File: src/rtl/fme_half_sched.sv
// Half-pel motion-estimation job scheduler.
// Two requesters share one half-pel interpolation engine through a
// round-robin arbiter. The FSM runs one job at a time: it launches the
// engine, waits for its result with a timeout, then holds the response
// until the consumer takes it.
module fme_half_sched #(
  parameter int ADDR_W  = 8,
  parameter int TIMEOUT = 64
) (
  input  logic              clk,
  input  logic              rst,
  input  logic              req0_valid,
  input  logic [ADDR_W-1:0] req0_ind,
  output logic              req0_ready,
  input  logic              req1_valid,
  input  logic [ADDR_W-1:0] req1_ind,
  output logic              req1_ready,
  output logic              eng_start,
  output logic [ADDR_W-1:0] eng_ind,
  input  logic              eng_done,
  input  logic [71:0]       eng_half,
  output logic              rsp_valid,
  input  logic              rsp_ready,
  output logic              rsp_id,
  output logic [ADDR_W-1:0] rsp_ind,
  output logic [71:0]       rsp_half,
  output logic              rsp_err,
  output logic              busy,
  output logic [7:0]        err_cnt
);

  localparam int TW = $clog2(TIMEOUT) + 1;

  typedef enum logic [1:0] {
    ST_IDLE   = 2'd0,
    ST_LAUNCH = 2'd1,
    ST_WAIT   = 2'd2,
    ST_RESP   = 2'd3
  } state_t;

  state_t          state;
  state_t          state_nxt;
  logic            ptr;        // 1: requester 1 has priority
  logic            grant_vld;
  logic            grant_id;
  logic            accept;
  logic [TW-1:0]   timer;
  logic            first_wait;
  logic            done_ok;
  logic            tmo;

  // Round-robin pick: the pointer names the favoured requester.
  always_comb begin
    grant_vld = req0_valid | req1_valid;
    if (ptr) grant_id = req1_valid ? 1'b1 : 1'b0;
    else     grant_id = req0_valid ? 1'b0 : 1'b1;
  end

  // A done seen in the first WAIT cycle may belong to the previous job.
  assign first_wait = (timer == '0);
  assign done_ok    = (state == ST_WAIT) && !first_wait && eng_done;
  assign tmo        = (state == ST_WAIT) && (timer == TW'(TIMEOUT - 1)) && !done_ok;
  assign accept     = rst && (state == ST_IDLE) && grant_vld;

  assign rsp_valid = (state == ST_RESP);
  assign busy      = (state != ST_IDLE);
  assign rsp_ind   = eng_ind;

  // Next-state and handshake decode.
  always_comb begin
    // NOTE: every output of this block gets a default first, so no path
    // leaves a signal unassigned and no latch is inferred.
    state_nxt  = state;
    req0_ready = 1'b0;
    req1_ready = 1'b0;
    eng_start  = 1'b0;
    unique case (state)
      ST_IDLE: begin
        if (accept) begin
          state_nxt  = ST_LAUNCH;
          req0_ready = !grant_id;
          req1_ready = grant_id;
        end
      end
      ST_LAUNCH: begin
        eng_start = 1'b1;
        state_nxt = ST_WAIT;
      end
      ST_WAIT: begin
        if (done_ok || tmo) state_nxt = ST_RESP;
      end
      ST_RESP: begin
        if (rsp_ready) state_nxt = ST_IDLE;
      end
      default: state_nxt = ST_IDLE;
    endcase
  end

  // State register; reset aborts any job in flight.
  always_ff @(posedge clk or negedge rst) begin
    // NOTE: sequential state uses non-blocking assignments so every
    // register samples values from before the clock edge.
    if (!rst) state <= ST_IDLE;
    else      state <= state_nxt;
  end

  // Job context, timer, captured result and error counter.
  always_ff @(posedge clk or negedge rst) begin
    if (!rst) begin
      ptr      <= 1'b0;
      eng_ind  <= '0;
      rsp_id   <= 1'b0;
      timer    <= '0;
      rsp_half <= '0;
      rsp_err  <= 1'b0;
      err_cnt  <= '0;
    end else begin
      if (accept) begin
        ptr     <= !grant_id;
        rsp_id  <= grant_id;
        eng_ind <= grant_id ? req1_ind : req0_ind;
      end
      if (state == ST_LAUNCH) timer <= '0;
      if (state == ST_WAIT)   timer <= timer + TW'(1);
      if (done_ok) begin
        rsp_half <= eng_half;
        rsp_err  <= 1'b0;
      end else if (tmo) begin
        rsp_half <= '0;
        rsp_err  <= 1'b1;
        if (err_cnt != 8'hFF) err_cnt <= err_cnt + 8'd1;
      end
    end
  end

endmodule

File: config.mk
export PLATFORM = sky130hd
export DESIGN_NAME = fme_half_sched
export DESIGN_NICKNAME = d
export VERILOG_FILES = /design/src/rtl/fme_half_sched.sv
export SDC_FILE = /design/constraint.sdc
export NUM_CORES = 1
export LEC_CHECK = 0
export BUFFER_PORTS_ARGS = -buffer_cell sky130_fd_sc_hd__buf_4
export CAP_MARGIN = 20
export CORE_UTILIZATION = 45
export DETAILED_ROUTE_END_ITERATION = 10
export PLACE_DENSITY = 0.78
export SETUP_SLACK_MARGIN = 0.1
export SLEW_MARGIN = 20
export SYNTH_ARGS = -nofsm -noshare
export SYNTH_HDL_FRONTEND = slang
export SYNTH_SLANG_ARGS = --single-unit
File: constraint.sdc
create_clock -name clk -period 4.68 [get_ports clk]
set_clock_uncertainty 0.1 [all_clocks]
set_input_delay 0.234 -clock clk [delete_from_list [all_inputs] [get_ports clk]]
set_output_delay 0.234 -clock clk [all_outputs]
set_load 0.03 [all_outputs]
==> impl_metrics.ini <==
[outcome]
status = finished with violations
violations = DRC

[timing]
rsz0062_at_grt = false
period_needed_ns = 2.77
max_slew_margin_pct = 54.9
finalCritPeriodShare_pct = 59.1
finalHoldViolations = 0
fin_setup_tns_ns = 0
setup_viol = 0
hold-worst-slack_ns = 0.0135
fmaxAchievable_mhz = 362
tightest_slew_ns = 0.676
drv_slew = 0

[synthesis]
syn_area_sq_um = 4160
synth-seq-cells = 100
netlist_top_cells_area = dfrtp_1 60%, a22o_1 15%, buf_8 2.5%
synth_top_flop_cell = dfrtp_1
netlist_instances = 316
synth.distinct_cells = 40
synth_fa_ha_area_share_pct = 2.41
yosys_warnings = 0
synth_xor_area_share_pct = 1.69
syn_area_per_cell_sq_um = 13.1
synth.mux.area_fraction_pct = 2.95
synthArstFlopShare_pct = 100
synth-compound-area-share_pct = 19.1
syn_nets = 418
synth_top_area_share_pct = 60.2
synth_edf_count = 0
synth_top_family_by_area = compound AO/OA/AOI/OAI gates
synth-simple-area-share_pct = 6.71
yosysSeqAreaShare_pct = 60.2
yosysTopAreaCell = dfrtp_1

[placed_design]
postPlaceCellArea_sq_um = 5570
dpl.hpwl_um = 6980
gp_congestion = 0.791
placedCellCount = 597
io_buffer_count = 196

[worst_setup_path]
cp_common_cell = buf_4
cp.required_ns = 4.81
critPathKind = flop to flop
cp_max_fo = 64
cpPeakStageDelay_ns = 0.43
critical_path.startpoint_type = flop
worst_setup_path_end_kind = flop
crit_arrival_ns = 2.90
path_buf_inv = 3
path_cells = inv_1, ha_1, nand2_1, a31oi_4, buf_4, nor2b_4, buf_4, a22o_1
critPathTopFamily = buffers and inverters
critPathSlowestCell = dfrtp_1

[cts]
clock_latency_ns = 0.35
clk_pin_slew_ns = 0.11
clk_path_buf_depth = 2
cts.htree.levels = 3
cts-root-buf = clkbuf_8
cts_made_buffers = 9
cts_tree = done
cts_sinks = 100

[power_and_ir_drop]
p_sw_share_pct = 43.7
p_per_area_nw_per_um2 = 689
internal-power_mw = 2.47
seqPwrFrac_pct = 34.0
netSwitchingPower_mw = 1.92
combPwrFrac_pct = 53.0
ir_drop_mv = 0.372
p_leak_nw = 3.33
clockPowerShare_pct = 13.0

[final_layout]
diodes = 0
drive_above_1_share_pct = 39.6
nNetsFinal = 662
fillers = 587
synthToLayoutAreaGrowth_pct = 53.4
fin_area_sq_um = 6370
final_common_cell = buf_4
final_cell_mix = 202 x buf_4, 100 x dfrtp_1, 73 x a22o_1
layout.cells.non_filler = 673

[detailed_routing]
drc = 19
wl_per_cell_um = 16.6
vias = 3482
drtAntennaViolNets = 0
vias_per_cell = 5.17
drt_first_pass_iters = 8
drt-initial-drc-count = 126
routed_wl_um = 11200

[floorplan]
core_area_sq_um = 8850
dieArea_sq_um = 9620
die_x_um = 98.1
rows = 34
ios = 197
start_util_pct = 47.0
fp.dieH_um = 98.1

[global_routing]
grt_max_degree = 65
overflow = 0
antenna_found_initial = 0
grtUsageTotal_pct = 24.0
grt_pass1_vias = 3535
grt_pass1_wl_um = 18100

[job]
max_cap_viol_count = 0

[min_path]
hp-class = input port to flop
[flip-flops by register name, indices dropped and copies added, names as in the netlist]
signal / cells
eng_ind: 8
err_cnt: 8
ptr: 1
rsp_err: 1
rsp_half: 72
rsp_id: 1
state: 2
timer: 7
[metrics by stage]
| step | utilization [%] | power, mW | setup slack, ns |
|---|---|---|---|
| 2_1_floorplan | - | 2.95 | 2.52 |
| 3_3_place_gp | 62.9 | 3.73 | 2.06 |
| 3_5_place_dp | 62.9 | 3.77 | 1.98 |
| 4_1_cts | 71.8 | 4.40 | 1.96 |
| 5_1_grt | 72.0 | 4.62 | 1.75 |
| 6_report | 72.0 | 4.39 | 1.91 |
[area by class of cell]
type	count	area (sq um)	share of cell area, %
tap	108	135	2.12
timing repair buffer	262	2120	33.2
clock buffer	10	138	2.16
multi-input combinational	177	1370	21.6
inverter	10	37.5	0.589
clock inverter	6	68.8	1.08
sequential	100	2500	39.3
[power groups by stage]
stage / combinational (mW) / sequential, mW / clock (mW)
final: 2.33 / 1.49 / 0.573
after global routing: 2.45 / 1.54 / 0.626
after CTS: 2.33 / 1.48 / 0.586
after detailed placement: 2.29 / 1.49 / 0
after global placement: 2.24 / 1.49 / 0
after floorplan: 0.770 / 2.18 / 0
[what timing repair did]
| action | CTS | global route |
|---|---|---|
| endpoints found under the hold margin | 110 | 2 |
| buffers inserted | 0 | 0 |
| gates resized for setup | 0 | 0 |
| hold buffers | 58 | 2 |
[cells in the mapped netlist, types with 5 or more instances]
master,n
a22o_1,73
buf_2,7
buf_4,8
buf_8,7
dfrtp_1,100
ha_1,8
inv_1,10
mux2i_1,10
nand2_1,19
nor2_1,5
o21ai_0,14
xor2_1,8
[metal layers]
metal / vias to the layer above / global-route usage, % / wire length, um
li1: 1636 / - / -
met1: 1676 / 32.4 / 4790
met2: 159 / 39.0 / 5460
met3: 11 / 4.87 / 816
met4: 0 / 7.81 / 114
met5: - / 0 / 0
[worst paths after layout]
kind / slack [ns] / cells after the start / end / start
worst max-delay path: 1.91 / 8 / rsp_half[52] / state[0]
worst min-delay path: 0.01 / 2 / rsp_half[44] / eng_half[44]
worst max register to register: 1.91 / 8 / rsp_half[52] / state[0]
worst min register to register: 0.40 / 1 / rsp_id / rsp_id
max in group asynchronous: 3.04 / 3 / eng_ind[1] / rst
min in group asynchronous: 0.36 / 2 / rsp_half[51] / rst
[cell families (layout without fill, tap and decap cells)]
kind of cell,Yosys count,count (layout)
buf+inv,39,288
compound gates,98,98
simple gates,51,51
xor+xnor,8,8
mux,12,12
flops,100,100
fa+ha+maj,8,8
No activity file was read; power rests on OpenSTA's default activity.
